## src/rtl/subneg_mem_responder_pkg.sv

```systemverilog
// rtl/subneg_mem_responder_pkg.sv - shared FSM states, default geometry and address decode helper
package subneg_mem_responder_pkg;

  // Bus-cycle state of the responder
  typedef enum logic [1:0] {
    ST_IDLE  = 2'd0,
    ST_ADDR  = 2'd1,
    ST_READ  = 2'd2,
    ST_WRITE = 2'd3
  } state_e;

  localparam int         DEFAULT_DEPTH     = 32;
  localparam logic [7:0] DEFAULT_DISP_ADDR = 8'h15;

  // True when an 8-bit bus address falls inside the implemented memory
  function automatic logic addr_in_mem(input logic [7:0] addr, input int depth);
    return int'({24'd0, addr}) < depth;
  endfunction

endpackage

```

## src/rtl/subneg_mem_array.sv

```systemverilog
// rtl/subneg_mem_array.sv - DEPTH x 8 storage, one write port, async read, async clear
module subneg_mem_array #(
  parameter int DEPTH = 32,
  parameter int AW    = 5
) (
  input  logic          clk,
  input  logic          rst_n,
  input  logic          we_i,
  input  logic [AW-1:0] waddr_i,
  input  logic [7:0]    wdata_i,
  input  logic [AW-1:0] raddr_i,
  output logic [7:0]    rdata_o
);

  logic [7:0] mem_q [DEPTH];

  // Storage: whole array clears on reset, otherwise one byte per enabled edge
  always_ff @(posedge clk or negedge rst_n) begin
    if (!rst_n) begin
      for (int i = 0; i < DEPTH; i++) begin
        mem_q[i] <= 8'h00;
      end
    end else if (we_i) begin
      mem_q[waddr_i] <= wdata_i;
    end
  end

  assign rdata_o = mem_q[raddr_i];

endmodule

```

## src/rtl/subneg_mem_responder.sv

```systemverilog
// rtl/subneg_mem_responder.sv - strobe-driven memory/display responder for the SUBNEG CPU bus
module subneg_mem_responder
  import subneg_mem_responder_pkg::*;
#(
  parameter int         DEPTH     = DEFAULT_DEPTH,
  parameter logic [7:0] DISP_ADDR = DEFAULT_DISP_ADDR
) (
  input  logic       clk,
  input  logic       rst_n,
  input  logic       le,
  input  logic       moe,
  input  logic       mwe,
  input  logic [7:0] bus_in,
  output logic [7:0] bus_out,
  output logic       bus_oe,
  input  logic       load_valid,
  input  logic [7:0] load_addr,
  input  logic [7:0] load_data,
  output logic       load_ready,
  output logic [7:0] display,
  output logic       bus_err
);

  localparam int AW = (DEPTH > 1) ? $clog2(DEPTH) : 1;

  state_e     state_q, state_d;
  logic [7:0] addr_q, addr_d;
  logic [7:0] display_q, display_d;
  logic       bus_err_q, bus_err_d;
  logic       le_q, moe_q, mwe_q;

  logic          conflict;
  logic          rd_start;
  logic          wr_start;
  logic          bus_wr;
  logic          load_wr;
  logic          any_wr;
  logic [7:0]    wr_addr;
  logic [7:0]    wr_data;
  logic          mem_we;
  logic [7:0]    mem_rdata;
  logic [7:0]    rdata;

  // A strobe level only starts a new cycle if it was low on the previous edge,
  // or if the previous edge was an address cycle that ignored it. This keeps
  // one access per pulse, including pulses that began inside a conflict.
  assign conflict = ~le & moe & mwe;
  assign rd_start = moe & ~mwe & (~moe_q | le_q);
  assign wr_start = mwe & ~moe & (~mwe_q | le_q);

  // Next-state, address and error decode
  always_comb begin
    state_d   = state_q;
    addr_d    = addr_q;
    bus_err_d = bus_err_q;
    bus_wr    = 1'b0;
    if (le) begin
      state_d = ST_ADDR;
      addr_d  = bus_in;
    end else if (conflict) begin
      state_d   = ST_IDLE;
      bus_err_d = 1'b1;
    end else begin
      case (state_q)
        ST_IDLE, ST_ADDR: begin
          if (rd_start) begin
            state_d = ST_READ;
          end else if (wr_start) begin
            state_d = ST_WRITE;
            bus_wr  = 1'b1;
          end
        end
        ST_READ: begin
          if (!moe) begin
            state_d = ST_IDLE;
            addr_d  = addr_q + 8'd1;
          end
        end
        ST_WRITE: begin
          if (!mwe) begin
            state_d = ST_IDLE;
          end
        end
        default: state_d = ST_IDLE;
      endcase
    end
  end

  // Program loads only slip in when the CPU bus is quiet between cycles
  assign load_ready = ~(le | moe | mwe) & ((state_q == ST_IDLE) | (state_q == ST_ADDR));
  assign load_wr    = load_valid & load_ready;

  // The CPU write and the load port never coincide, so they share one write path
  assign any_wr  = bus_wr | load_wr;
  assign wr_addr = bus_wr ? addr_q : load_addr;
  assign wr_data = bus_wr ? bus_in : load_data;

  // The display register shadows memory at its address for both reads and writes
  assign mem_we    = any_wr & (wr_addr != DISP_ADDR) & addr_in_mem(wr_addr, DEPTH);
  assign display_d = (any_wr && (wr_addr == DISP_ADDR)) ? wr_data : display_q;

  // State, address, display, error and strobe-sample registers
  always_ff @(posedge clk or negedge rst_n) begin
    if (!rst_n) begin
      state_q   <= ST_IDLE;
      addr_q    <= 8'h00;
      display_q <= 8'h00;
      bus_err_q <= 1'b0;
      le_q      <= 1'b0;
      moe_q     <= 1'b0;
      mwe_q     <= 1'b0;
    end else begin
      state_q   <= state_d;
      addr_q    <= addr_d;
      display_q <= display_d;
      bus_err_q <= bus_err_d;
      le_q      <= le;
      moe_q     <= moe;
      mwe_q     <= mwe;
    end
  end

  subneg_mem_array #(
    .DEPTH (DEPTH),
    .AW    (AW)
  ) u_mem (
    .clk     (clk),
    .rst_n   (rst_n),
    .we_i    (mem_we),
    .waddr_i (wr_addr[AW-1:0]),
    .wdata_i (wr_data),
    .raddr_i (addr_q[AW-1:0]),
    .rdata_o (mem_rdata)
  );

  // Read decode: display register, then memory, unmapped addresses read as zero
  always_comb begin
    rdata = 8'h00;
    if (addr_q == DISP_ADDR) begin
      rdata = display_q;
    end else if (addr_in_mem(addr_q, DEPTH)) begin
      rdata = mem_rdata;
    end
  end

  // The bus is driven only from registered READ state, so reset releases it at once
  assign bus_oe  = (state_q == ST_READ);
  assign bus_out = bus_oe ? rdata : 8'h00;
  assign display = display_q;
  assign bus_err = bus_err_q;

endmodule
```

## config.mk

```make
export PLATFORM = sky130hd
export DESIGN_NAME = subneg_mem_responder
export DESIGN_NICKNAME = d
export VERILOG_FILES = /design/src/rtl/subneg_mem_responder_pkg.sv /design/src/rtl/subneg_mem_array.sv /design/src/rtl/subneg_mem_responder.sv
export SDC_FILE = /design/constraint.sdc
export NUM_CORES = 1
export LEC_CHECK = 0
export BUFFER_PORTS_ARGS = -buffer_cell sky130_fd_sc_hd__buf_2
export CORE_ASPECT_RATIO = 0.5
export CORE_MARGIN = 2
export CORE_UTILIZATION = 35
export CTS_CLUSTER_DIAMETER = 60
export DETAILED_ROUTE_END_ITERATION = 8
export HOLD_SLACK_MARGIN = 0.12
export PLACE_DENSITY_LB_ADDON = 0.25
export SLEW_MARGIN = 20
export SYNTH_ARGS = -nofsm -noshare
export SYNTH_HDL_FRONTEND = slang
export SYNTH_HIERARCHICAL = 1
export SYNTH_SLANG_ARGS = --single-unit
```

## constraint.sdc

```tcl
create_clock -name clk -period 5.5 [get_ports clk]
set_clock_uncertainty 0.15 [all_clocks]
set_input_delay 1.375 -clock clk [delete_from_list [all_inputs] [get_ports clk]]
set_output_delay 1.375 -clock clk [all_outputs]
set_load 0.02 [all_outputs]
```

==> results of run 1 <==
-- metrics by stage --
stage / instances / instance area, µm² / setup WS [ns]
after global routing: 1388 / 14700 / 0.315
after CTS: 1387 / 14700 / 0.396
after detailed placement: 1337 / 13800 / 0.838
after global placement: 1337 / 13800 / 0.910
after floorplan: 847 / 13100 / 0.863
final: 1388 / 14700 / 0.505
-- layout by cell type (no fill, tap or decap), types with 6 or more instances in the layout --
| cell type | synthesis | routed |
|---|---|---|
| clkbuf_8 | 0 | 7 |
| clkbuf_1 | 39 | 6 |
| buf_2 | 1 | 47 |
| mux2_2 | 281 | 281 |
| o21ai_0 | 11 | 11 |
| xor2_1 | 6 | 6 |
| dfrtp_1 | 278 | 276 |
| nor2_1 | 19 | 19 |
| clkbuf_16 | 0 | 29 |
| a21oi_1 | 8 | 8 |
| nand2_1 | 44 | 44 |
| buf_4 | 6 | 15 |
| clkinv_2 | 0 | 7 |
| mux4_2 | 80 | 80 |
-- power by group --
group | switching, mW | internal (mW) | total, mW
clock network | 0.794 | 1.06 | 1.85
logic | 0.215 | 0.170 | 0.385
registers | 0.0585 | 2.11 | 2.17
total | 1.07 | 3.34 | 4.41
-- per-layer routing --
layer	global-route usage	wire [µm]
met1	0.229	14000
met2	0.268	14700
met3	0.0265	1470
met4	0.0409	705
met5	0	7
-- synth_stat cells (2+ instances only) --
library cell	count	area (µm²)
mux2_2	281	3160
a211oi_1	2	15.0
ha_1	2	25.0
nor2_2	4	25.0
mux4_2	80	1800
xor2_1	6	52.6
nor2_1	19	71.3
buf_6	3	33.8
dfrtp_1	278	6960
nand3b_1	5	37.5
nor4_1	2	12.5
clkbuf_1	39	146
nand3_1	5	25.0
buf_4	6	45.0
and3_1	2	12.5
nor3_1	2	10.0
nand2_1	44	165
inv_1	3	11.3
nand4_1	2	12.5
buf_1	9	33.8
and3b_1	2	17.5
nor2b_1	3	18.8
a21oi_1	8	40.0
nor3b_1	5	37.5
o21ai_0	11	55.1
nand4b_1	2	17.5
mux2_4	3	45.0
-- worst register-to-register path: cells and delay by family (launching register included) --
kind | cells | cell delay (ns)
flip-flops | 1 | 0.77
buffers and inverters | 2 | 0.61
multiplexers | 1 | 0.40
AO/OA/AOI/OAI | 1 | 0.30
AND/OR/NAND/NOR | 4 | 1.27
-- cell type report --
| type | instances | area [µm²] |
|---|---|---|
| well taps | 484 | 606 |
| clock inverters | 8 | 43.8 |
| fillers | 3316 | 21600 |
| multi-input cells | 507 | 5820 |
| inverters | 3 | 11.3 |
| flip-flops and latches | 278 | 6960 |
| clock buffers | 42 | 845 |
| repair buffers | 66 | 430 |
-- state kept, by name, indices dropped and copies added (netlist names) --
name         flops
moe_q            1
mwe_q            1
le_q             1
addr_q           8
state_q          2
u_mem/mem_q    256
bus_err          1
display          8
-- final timing paths --
kind / to / slack [ns]
setup / recovery: bus_out[4] / 0.51
hold / removal: bus_err / 0.33
setup reg to reg: u_mem/mem_q[154] / 1.90
hold reg to reg: bus_err / 0.33
max in group asynchronous: u_mem/mem_q[134] / 3.39
min in group asynchronous: u_mem/mem_q[13] / 0.53
-- cells by family (layout without fill, tap and decap cells) --
group                    after synthesis  in the layout
AO/OA/AOI/OAI                         28             28
multiplexers                         364            364
flip-flops                           278            278
adder cells (fa/ha/maj)                2              2
XOR/XNOR                               7              7
buffers and inverters                 62            119
AND/OR/NAND/NOR                      106            106
==> results.md, run 1 <==
* Mapped Nets at 879
* Die W at 277 µm
* Total Power at 4.41 mW
* Worst ir drop on vdd at 0.000186 V
* Hold Startpoint: bus_err
* Crit Path Max Fanout at 25
* Die Y at 141 µm
* Final WL at 30800 µm
* Final Max Tran Viols at 0
* Post-synthesis async set-or-reset flop share at 1.00
* Critical path's most frequent cell: mux4_2
* Reg2reg start: addr_q[1]
* Type of the worst setup path: reg -> out
* Drt pass-1 iters at 4
* Buffers added on ports at 48
* Startpoint types: register
* YS warnings at 6
* GRT Total Usage at 0.164
* RSZ-0062 raised after global routing: false
* Ant diodes at 0
* Final nets at 916
* Synth Area in Simple Gates at 0.0421
* Later-pin clock latency in the skew report at 0.54 ns
* Cts hold-fix bufs at 0
* CP Launch Point: addr_q[1]
* CP Cell Sequence: buf_4 -> mux4_2 -> mux4_2 -> mux2_2 -> nand2_1 -> a21oi_1 -> buf_2
* Fmax at 200 MHz
* Number of vias per cell at 5.35
* Synth cell types at 46
* Post-DP HPWL at 19900 µm
* Synth Area in Adders at 0.00191
* Hold crit path type: reg -> reg
* Total gr overflow at 0
* Die area at 0.0390 mm²
* Combinational family with the most area after synthesis: multiplexers
* Post-synthesis xor/xnor area fraction at 0.00469
* Area Overhead vs Synth at 12.6%
* Resized Gates After CTS at 0
* H-Tree Depth at 1
* DRC violations left at 0
* CTS tree: yes
* Pwr/cell area at 299 mW/mm²
* Max_slew headroom at 0.415
* Period utilization at 0.908
* Mapped cell area at 0.0131 mm²
* Compound-gate portion of the synthesized area at 0.0129
* Worst path depth at 7
* Vias in the first global route at 7860
* Synthesized area per cell at 15.4 µm²
* Slowest library cell on the worst path: dfrtp_4
* Worst r2r path cells at 8
* Ports at 49
* Ys flop type: dfrtp_1
* Layout cell share with drive strength beyond 1 at 0.537
* Site row count at 49
* CTS Buf Count at 28
* Routed Antenna Nets at 0
* FF+latch count, synth at 278
* Slew @ Worst Pin at 0.876 ns
* Arrival time at the worst endpoint at 3.47 ns
* Clk root buf: clkbuf_16
* Crit-path max cell delay at 0.77 ns
* Via count at 7422
* Worst Path Required at 3.97 ns
* Post-synth EDFFs at 0
* Routed length per instance at 22.2 µm
* Clk sinks at 278
* Post-Route Hold Slack at 0.327 ns
* Syn Inst Count at 847
* Post-synthesis sequential area ratio at 0.532
* Largest net degree at the start of global routing at 131
* Final setup violating endpoints at 0
* Mux cell area share after synthesis at 0.383
* Sum of buffers and inverters on the critical path at 2
* Initial DRC Count at 378
* Final min period at 4.99 ns
* Max cap viols at 0
* Largest delay share family, worst path: multiplexers
* Worst hold stages at 1
* Util after Layout at 0.405
* CP Capture Type: output pin
* Postcts setup bufs at 0
* First-pass GRT wire length at 48900 µm
* CTS clk-pin slew, worst paths at 0.06 ns
* Core area at 0.0364 mm²
* Initial antenna violation count at 4
* Setup TNS at 0 ns
* LEAKAGE at 6.94 nW
* Initial Utilization at 0.359
* Status: finished clean
* Clock Path Buffers at 3
* Final hold vios at 0
* Routability cong. at 0.807
No activity file was read; power rests on OpenSTA's default activity.
==> run 2, diff against run 1 <==
--- a/config.mk
+++ b/config.mk
@@ -9,10 +9,11 @@
 export CORE_ASPECT_RATIO = 0.5
 export CORE_MARGIN = 2
 export CORE_UTILIZATION = 35
+export CTS_BUF_LIST = sky130_fd_sc_hd__clkbuf_8
 export CTS_CLUSTER_DIAMETER = 60
 export DETAILED_ROUTE_END_ITERATION = 8
 export HOLD_SLACK_MARGIN = 0.12
-export PLACE_DENSITY_LB_ADDON = 0.25
+export PLACE_DENSITY = 0.59
 export SLEW_MARGIN = 20
 export SYNTH_ARGS = -nofsm -noshare
 export SYNTH_HDL_FRONTEND = slang
==> run 2 against run 1 <==
Compared with the run above: final area is 0.32% lower; core utilization is 0.13 points lower; final cell count is 1.7% higher; clock power is 9% lower; largest power group unchanged; critical endpoint is now bus_out[0]; register-to-register slack better by 0.02 ns; sequential share of layout area is 0.15 points higher; flip-flop and latch count stayed put.
==> results.md, run 2 (synthesized netlist as in run 1, its figures left out) <==
* Status: finished clean
* Cts hold-fix bufs at 0 (unchanged)
* Total Power at 4.24 mW (-3.8%)
* Vias in the first global route at 7944 (+1.1%)
* Initial DRC Count at 431 (+14%)
* Clk root buf: clkbuf_8
* Resized Gates After CTS at 0 (unchanged)
* Worst ir drop on vdd at 0.000158 V (-15%)
* Routed Antenna Nets at 0 (unchanged)
* Die area at 0.0390 mm² (unchanged)
* Routed length per instance at 22.0 µm (-1.0%)
* DRC violations left at 0 (unchanged)
* Postcts setup bufs at 0 (unchanged)
* RSZ-0062 raised after global routing: false
* Buffers added on ports at 48 (unchanged)
* Area Overhead vs Synth at 12.2%
* Largest net degree at the start of global routing at 124 (-5.3%)
* Final min period at 5.11 ns (+0.111 ns)
* Reg2Reg Setup Slack at 1.92 ns (+0.02 ns)
* CTS Buf Count at 45 (+61%)
* Core area at 0.0364 mm² (unchanged)
* Period utilization at 0.928 (+0.0202)
* Total gr overflow at 0 (unchanged)
* Via count at 7473 (+0.69%)
* Worst r2r path cells at 5 (-3)
* Number of vias per cell at 5.29 (-1.0%)
* Max_slew headroom at 0.367 (-0.0474)
* Initial Utilization at 0.359 (unchanged)
* H-Tree Depth at 2 (+1)
* Fmax at 196 MHz (-2.2%)
* Final nets at 932 (+1.7%)
* Slew @ Worst Pin at 0.949 ns (+0.0729 ns)
* LEAKAGE at 6.98 nW (+0.65%)
* Commonest cells after routing, fill and taps aside: mux2_2, dfrtp_1, mux4_2
* Max reg flops at 256 (unchanged)
* Max cap viols at 0 (unchanged)
* Setup TNS at 0 ns (unchanged)
* Final WL at 31000 µm (+0.70%)
* Arrival time at the worst endpoint at 3.58 ns (+0.11 ns)
* Final hold vios at 0 (unchanged)
* Hold crit path type: reg -> reg
* Drt pass-1 iters at 5 (+1)
* Layout cell share with drive strength beyond 1 at 0.538 (+0.00121)
* Clock Path Buffers at 3 (unchanged)
* Pwr/cell area at 289 mW/mm² (-3.4%)
* Worst Path Required at 3.97 ns (about the same)
* CTS tree: yes
* Final setup violating endpoints at 0 (unchanged)
* Initial antenna violation count at 1 (-3)
* Clk sinks at 278 (unchanged)
* Ports at 49 (unchanged)
* GRT Total Usage at 0.165 (+0.00141)
* Startpoint types: register
* Crit Path Max Fanout at 42 (+68%)
* Type of the worst setup path: reg -> out
* Ant diodes at 0 (unchanged)
* Most common cell after layout, fill and taps aside: mux2_2
* Hold Startpoint: bus_err
* Post-DP HPWL at 19700 µm (-0.91%)
* Site row count at 49 (unchanged)
* Most flops, register: u_mem/mem_q
* Reg-to-Reg End: u_mem/mem_q[74]
* Routability cong. at 0.789 (-2.2%)
* Final Max Tran Viols at 0 (unchanged)
* CP Capture Type: output pin
* Die W at 277 µm (unchanged)
* Later-pin clock latency in the skew report at 0.56 ns (+0.02 ns)
* Fillers at 3283 (-1.0%)
* CTS clk-pin slew, worst paths at 0.06 ns (about the same)
* Worst min-delay path endpoint: bus_err
* First-pass GRT wire length at 48600 µm (-0.65%)
* Die Y at 141 µm (unchanged)
* Worst hold stages at 1 (unchanged)
* Reg2reg start: addr_q[1]
[run 2: cell count changes in the layout (fill, tap and decap cells not counted)]
cell        previous run  this run
buf_4                 15        12
clkbuf_16             29         0
buf_16                 1         0
clkinv_2               7         4
clkinv_4               1         0
inv_1                  3        19
clkbuf_1               6         0
clkinvlp_4             0         1
buf_12                 2         5
clkbuf_8               7        54
[run 2: power breakdown]
group | switching, mW | internal, mW | total [mW]
clock | 0.802 | 0.880 | 1.68
sequential | 0.0691 | 2.11 | 2.18
combinational | 0.204 | 0.171 | 0.375
[run 2: worst max path at each step]
stage	from	to	slack [ns]	cells after the start
floorplan	moe	u_mem/mem_q[24]	0.86	10
global placement	addr_q[1]	bus_out[0]	0.91	7
finish	addr_q[1]	bus_out[0]	0.39	7
detailed placement	le	u_mem/mem_q[130]	0.77	6
global route	addr_q[1]	bus_out[0]	0.13	7
CTS	addr_q[1]	bus_out[0]	0.29	7
[run 2: cell type report]
type / instances / area, µm² / share of cell area
sequential: 278 / 6960 / 0.475
multi-input combinational: 507 / 5820 / 0.397
clock buffer: 54 / 743 / 0.0507
tap: 484 / 606 / 0.0413
timing repair buffer: 65 / 440 / 0.0300
clock inverter: 21 / 87.6 / 0.00597
inverter: 3 / 11.3 / 0.000768
[run 2: stage by stage]
stage / hold slack [ns] / utilization / std cells / setup WS [ns] / instance area (µm²)
after detailed placement: 0.311 / 0.381 / 1337 / 0.774 / 13800
after global placement: 0.305 / 0.381 / 1337 / 0.914 / 13800
after global routing: 0.350 / 0.403 / 1412 / 0.134 / 14700
final: 0.318 / 0.403 / 1412 / 0.394 / 14700
after floorplan: 0.324 / - / 847 / 0.863 / 13100
after CTS: 0.327 / 0.403 / 1412 / 0.287 / 14700
[run 2: critical path: stages, from the launching register on]
cell     delay [ns]
dfrtp_4        1.01
buf_12         0.27
mux4_2         0.56
mux4_2         0.51
mux2_2         0.31
nand2_1        0.07
a21oi_1        0.08
buf_2          0.17
[run 2: routing by layer]
layer | up-vias | global-route usage | share of wire
met4 | 0 | 0.0581 | 0.026
li1 | 3277 | - | -
met5 | - | 0 | 0
met3 | 54 | 0.0380 | 0.053
met2 | 148 | 0.261 | 0.47
met1 | 3994 | 0.225 | 0.45
==> run 3, diff against run 2 <==
--- a/config.mk
+++ b/config.mk
@@ -6,14 +6,17 @@
 export NUM_CORES = 1
 export LEC_CHECK = 0
 export BUFFER_PORTS_ARGS = -buffer_cell sky130_fd_sc_hd__buf_2
+export CELL_PAD_IN_SITES_DETAIL_PLACEMENT = 0
+export CELL_PAD_IN_SITES_GLOBAL_PLACEMENT = 2
 export CORE_ASPECT_RATIO = 0.5
 export CORE_MARGIN = 2
-export CORE_UTILIZATION = 35
+export CORE_UTILIZATION = 51
 export CTS_BUF_LIST = sky130_fd_sc_hd__clkbuf_8
 export CTS_CLUSTER_DIAMETER = 60
 export DETAILED_ROUTE_END_ITERATION = 8
 export HOLD_SLACK_MARGIN = 0.12
-export PLACE_DENSITY = 0.59
+export MAX_ROUTING_LAYER = met4
+export PLACE_DENSITY = 0.95
 export SLEW_MARGIN = 20
 export SYNTH_ARGS = -nofsm -noshare
 export SYNTH_HDL_FRONTEND = slang
==> run 3 against run 2 <==
Compared with the run above: die area down 31%; fmax about the same; worst hold slack better by 0.013 ns; critical path depth unchanged; via count up 0.88%; first-iteration DRC count up 36%; combinational power about the same; critical endpoint is now bus_out[4]; largest power group unchanged.
==> results.md, run 3 (synthesized netlist as in run 1, its figures left out) <==
* Sequential power share at 0.521 (+0.006)
* Drt pass-1 iters at 5 (unchanged)
* Setup slack after layout at 0.395 ns (+0.000858 ns)
* Crit Path Max Fanout at 36 (-14%)
* DRC violations left at 0 (unchanged)
* Fillers at 1938 (-41%)
* Setup TNS at 0 ns (unchanged)
* Internal cell power at 3.10 mW (-2.0%)
* Hold Startpoint: bus_err
* Commonest cells after routing, fill and taps aside: mux2_2, dfrtp_1, mux4_2
* Layout Cells excl Fill at 1261 (-11%)
* Final hold vios at 0 (unchanged)
* Initial antenna violation count at 1 (unchanged)
* Via count at 7539 (+0.88%)
* Number of vias per cell at 5.98 (+13%)
* Cell Area, Placed at 0.0136 mm² (-1.8%)
* Slowest library cell on the worst path: dfrtp_4
* Slew @ Worst Pin at 0.966 ns (+0.0174 ns)
* Crit-path max cell delay at 0.91 ns (-0.10 ns)
* Wl on met1 at 13500 µm (-3.4%)
* Cts hold-fix bufs at 0 (unchanged)
* Reg2reg start: addr_q[1]
* Area Overhead vs Synth at 9.90%
* Initial DRC Count at 587 (+36%)
* Met2 wire length at 14500 µm (-1.2%)
* Arrival time at the worst endpoint at 3.58 ns (about the same)
* Status: finished clean
* Vias in the first global route at 7746 (-2.5%)
* Critical path's most frequent cell: mux4_2
* Clock Path Buffers at 3 (unchanged)
* Post-Route Hold Slack at 0.331 ns (+0.0126 ns)
* Die Y at 117 µm (-17%)
* Most common cell after layout, fill and taps aside: mux2_2
* Initial Utilization at 0.519 (+0.159)
* CTS tree: yes
* Max cap viols at 0 (unchanged)
* Die W at 230 µm (-17%)
* Net Sw Frac at 0.256 (+0.00293)
* Core area at 0.0252 mm² (-31%)
* Most flops, register: u_mem/mem_q
* LEAKAGE at 6.90 nW (-1.2%)
* Pwr/cell area at 290 mW/mm² (+0.44%)
* Site row count at 41 (-16%)
* Largest net degree at the start of global routing at 130 (+4.8%)
* Later-pin clock latency in the skew report at 0.57 ns (about the same)
* Reg2Reg Setup Slack at 1.53 ns (-0.39 ns)
* Max_slew headroom at 0.353 (-0.0140)
* Layout Cell Area excl Fill at 0.0144 mm² (-2.1%)
* Final WL at 30200 µm (-2.7%)
* Register area at 0.00696 mm² (unchanged)
* Total Power at 4.17 mW (-1.6%)
* Post-DP HPWL at 19400 µm (-1.9%)
* CP Capture Type: output pin
* Worst hold stages at 1 (unchanged)
* Final Max Tran Viols at 0 (unchanged)
* Worst Path Required at 3.97 ns (about the same)
* Highest routed layer: met4
* CTS clk-pin slew, worst paths at 0.07 ns (about the same)
* Routed length per instance at 24.0 µm (+9.0%)
* H-Tree Depth at 2 (unchanged)
* Clk sinks at 278 (unchanged)
* Ports at 49 (unchanged)
* Combined area of the multi-input logic cells at 0.00582 mm² (unchanged)
* Resized Gates After CTS at 0 (unchanged)
* Comb power frac at 0.090 (+0.002)
* CP Cell Sequence: buf_4 -> mux4_2 -> mux4_2 -> mux2_2 -> nand2_1 -> a21oi_1 -> buf_2
* Clock network fraction of design power at 0.388 (-0.009)
* Routed Antenna Nets at 0 (unchanged)
* Routability cong. at 0.825 (+4.6%)
* Startpoint types: register
* Final nets at 922 (-1.1%)
* Clk root buf: clkbuf_8
* Worst r2r path cells at 6 (+1)
* Period utilization at 0.928 (about the same)
* Worst min-delay path endpoint: bus_err
* Postcts setup bufs at 0 (unchanged)
* First-pass GRT wire length at 46500 µm (-4.3%)
* GRT Total Usage at 0.240 (+0.0752)
* CTS Buf Count at 42 (-6.7%)
* Cell total after placement at 1190 (-11%)
* Util after Layout at 0.570 (+0.167)
* Post-Place Worst Slack at 0.686 ns (-0.0883 ns)
* Reg-to-Reg End: u_mem/mem_q[43]
* Type of the worst setup path: reg -> out
* WL met3 at 1710 µm (+4.7%)
* Buffers added on ports at 48 (unchanged)
* Worst ir drop on vdd at 0.000136 V (-14%)
* RSZ-0062 raised after global routing: false
* Final setup violating endpoints at 0 (unchanged)
* Switching power total at 1.07 mW (-0.50%)
* Fmax at 196 MHz (about the same)
* Layout cell share with drive strength beyond 1 at 0.534 (-0.00387)
* Hold crit path type: reg -> reg
* Max reg flops at 256 (unchanged)
* Total gr overflow at 0 (unchanged)
* Die area at 0.0270 mm² (-31%)
* Final min period at 5.10 ns (-0.000858 ns)
-- run 3: cell count changes in the layout (fill, tap and decap cells not counted) --
cell,before,now
inv_1,19,17
clkinv_4,0,1
buf_12,5,3
clkbuf_8,54,50
diode_2,0,1
buf_4,12,7
-- run 3: layout make-up --
type                            count  area share
Tap cell                          344      0.0300
Inverter                            3    0.000784
Sequential cell                   278       0.485
Timing Repair Buffer               58      0.0253
Clock buffer                       50      0.0479
Multi-Input combinational cell    507       0.405
Clock inverter                     20     0.00619
Antenna cell                        1    0.000174
-- run 3: power groups by stage --
stage / Clock, mW / Sequential [mW] / Combinational, mW
after floorplan: 0 / 2.18 / 0.267
after global placement: 0 / 2.21 / 0.370
after detailed placement: 0 / 2.21 / 0.380
after CTS: 1.65 / 2.18 / 0.381
after global routing: 1.74 / 2.18 / 0.407
final: 1.62 / 2.17 / 0.377
-- run 3: worst max-delay path: cells and delay by family (launching register included) --
| kind | cells | cell delay (ns) |
|---|---|---|
| compound gates | 1 | 0.09 |
| buf+inv | 2 | 0.59 |
| simple gates | 1 | 0.07 |
| flops | 1 | 0.91 |
| mux | 3 | 1.33 |
-- run 3: routing by layer --
layer | GRT usage | vias to the layer above
met2 | 0.376 | 177
met3 | 0.0518 | 46
met4 | 0.0662 | 0
li1 | - | 3234
met1 | 0.323 | 4082
met5 | - | -
-- run 3: how the worst max path moves through the flow --
stage | from | end | slack, ns | cells after the start
after floorplan | moe | u_mem/mem_q[24] | 0.86 | 10
final | addr_q[1] | bus_out[4] | 0.40 | 7
after detailed placement | le | u_mem/mem_q[38] | 0.69 | 6
after global placement | le | u_mem/mem_q[33] | 0.80 | 6
after global routing | addr_q[1] | bus_out[4] | 0.21 | 7
after CTS | addr_q[1] | bus_out[4] | 0.33 | 7
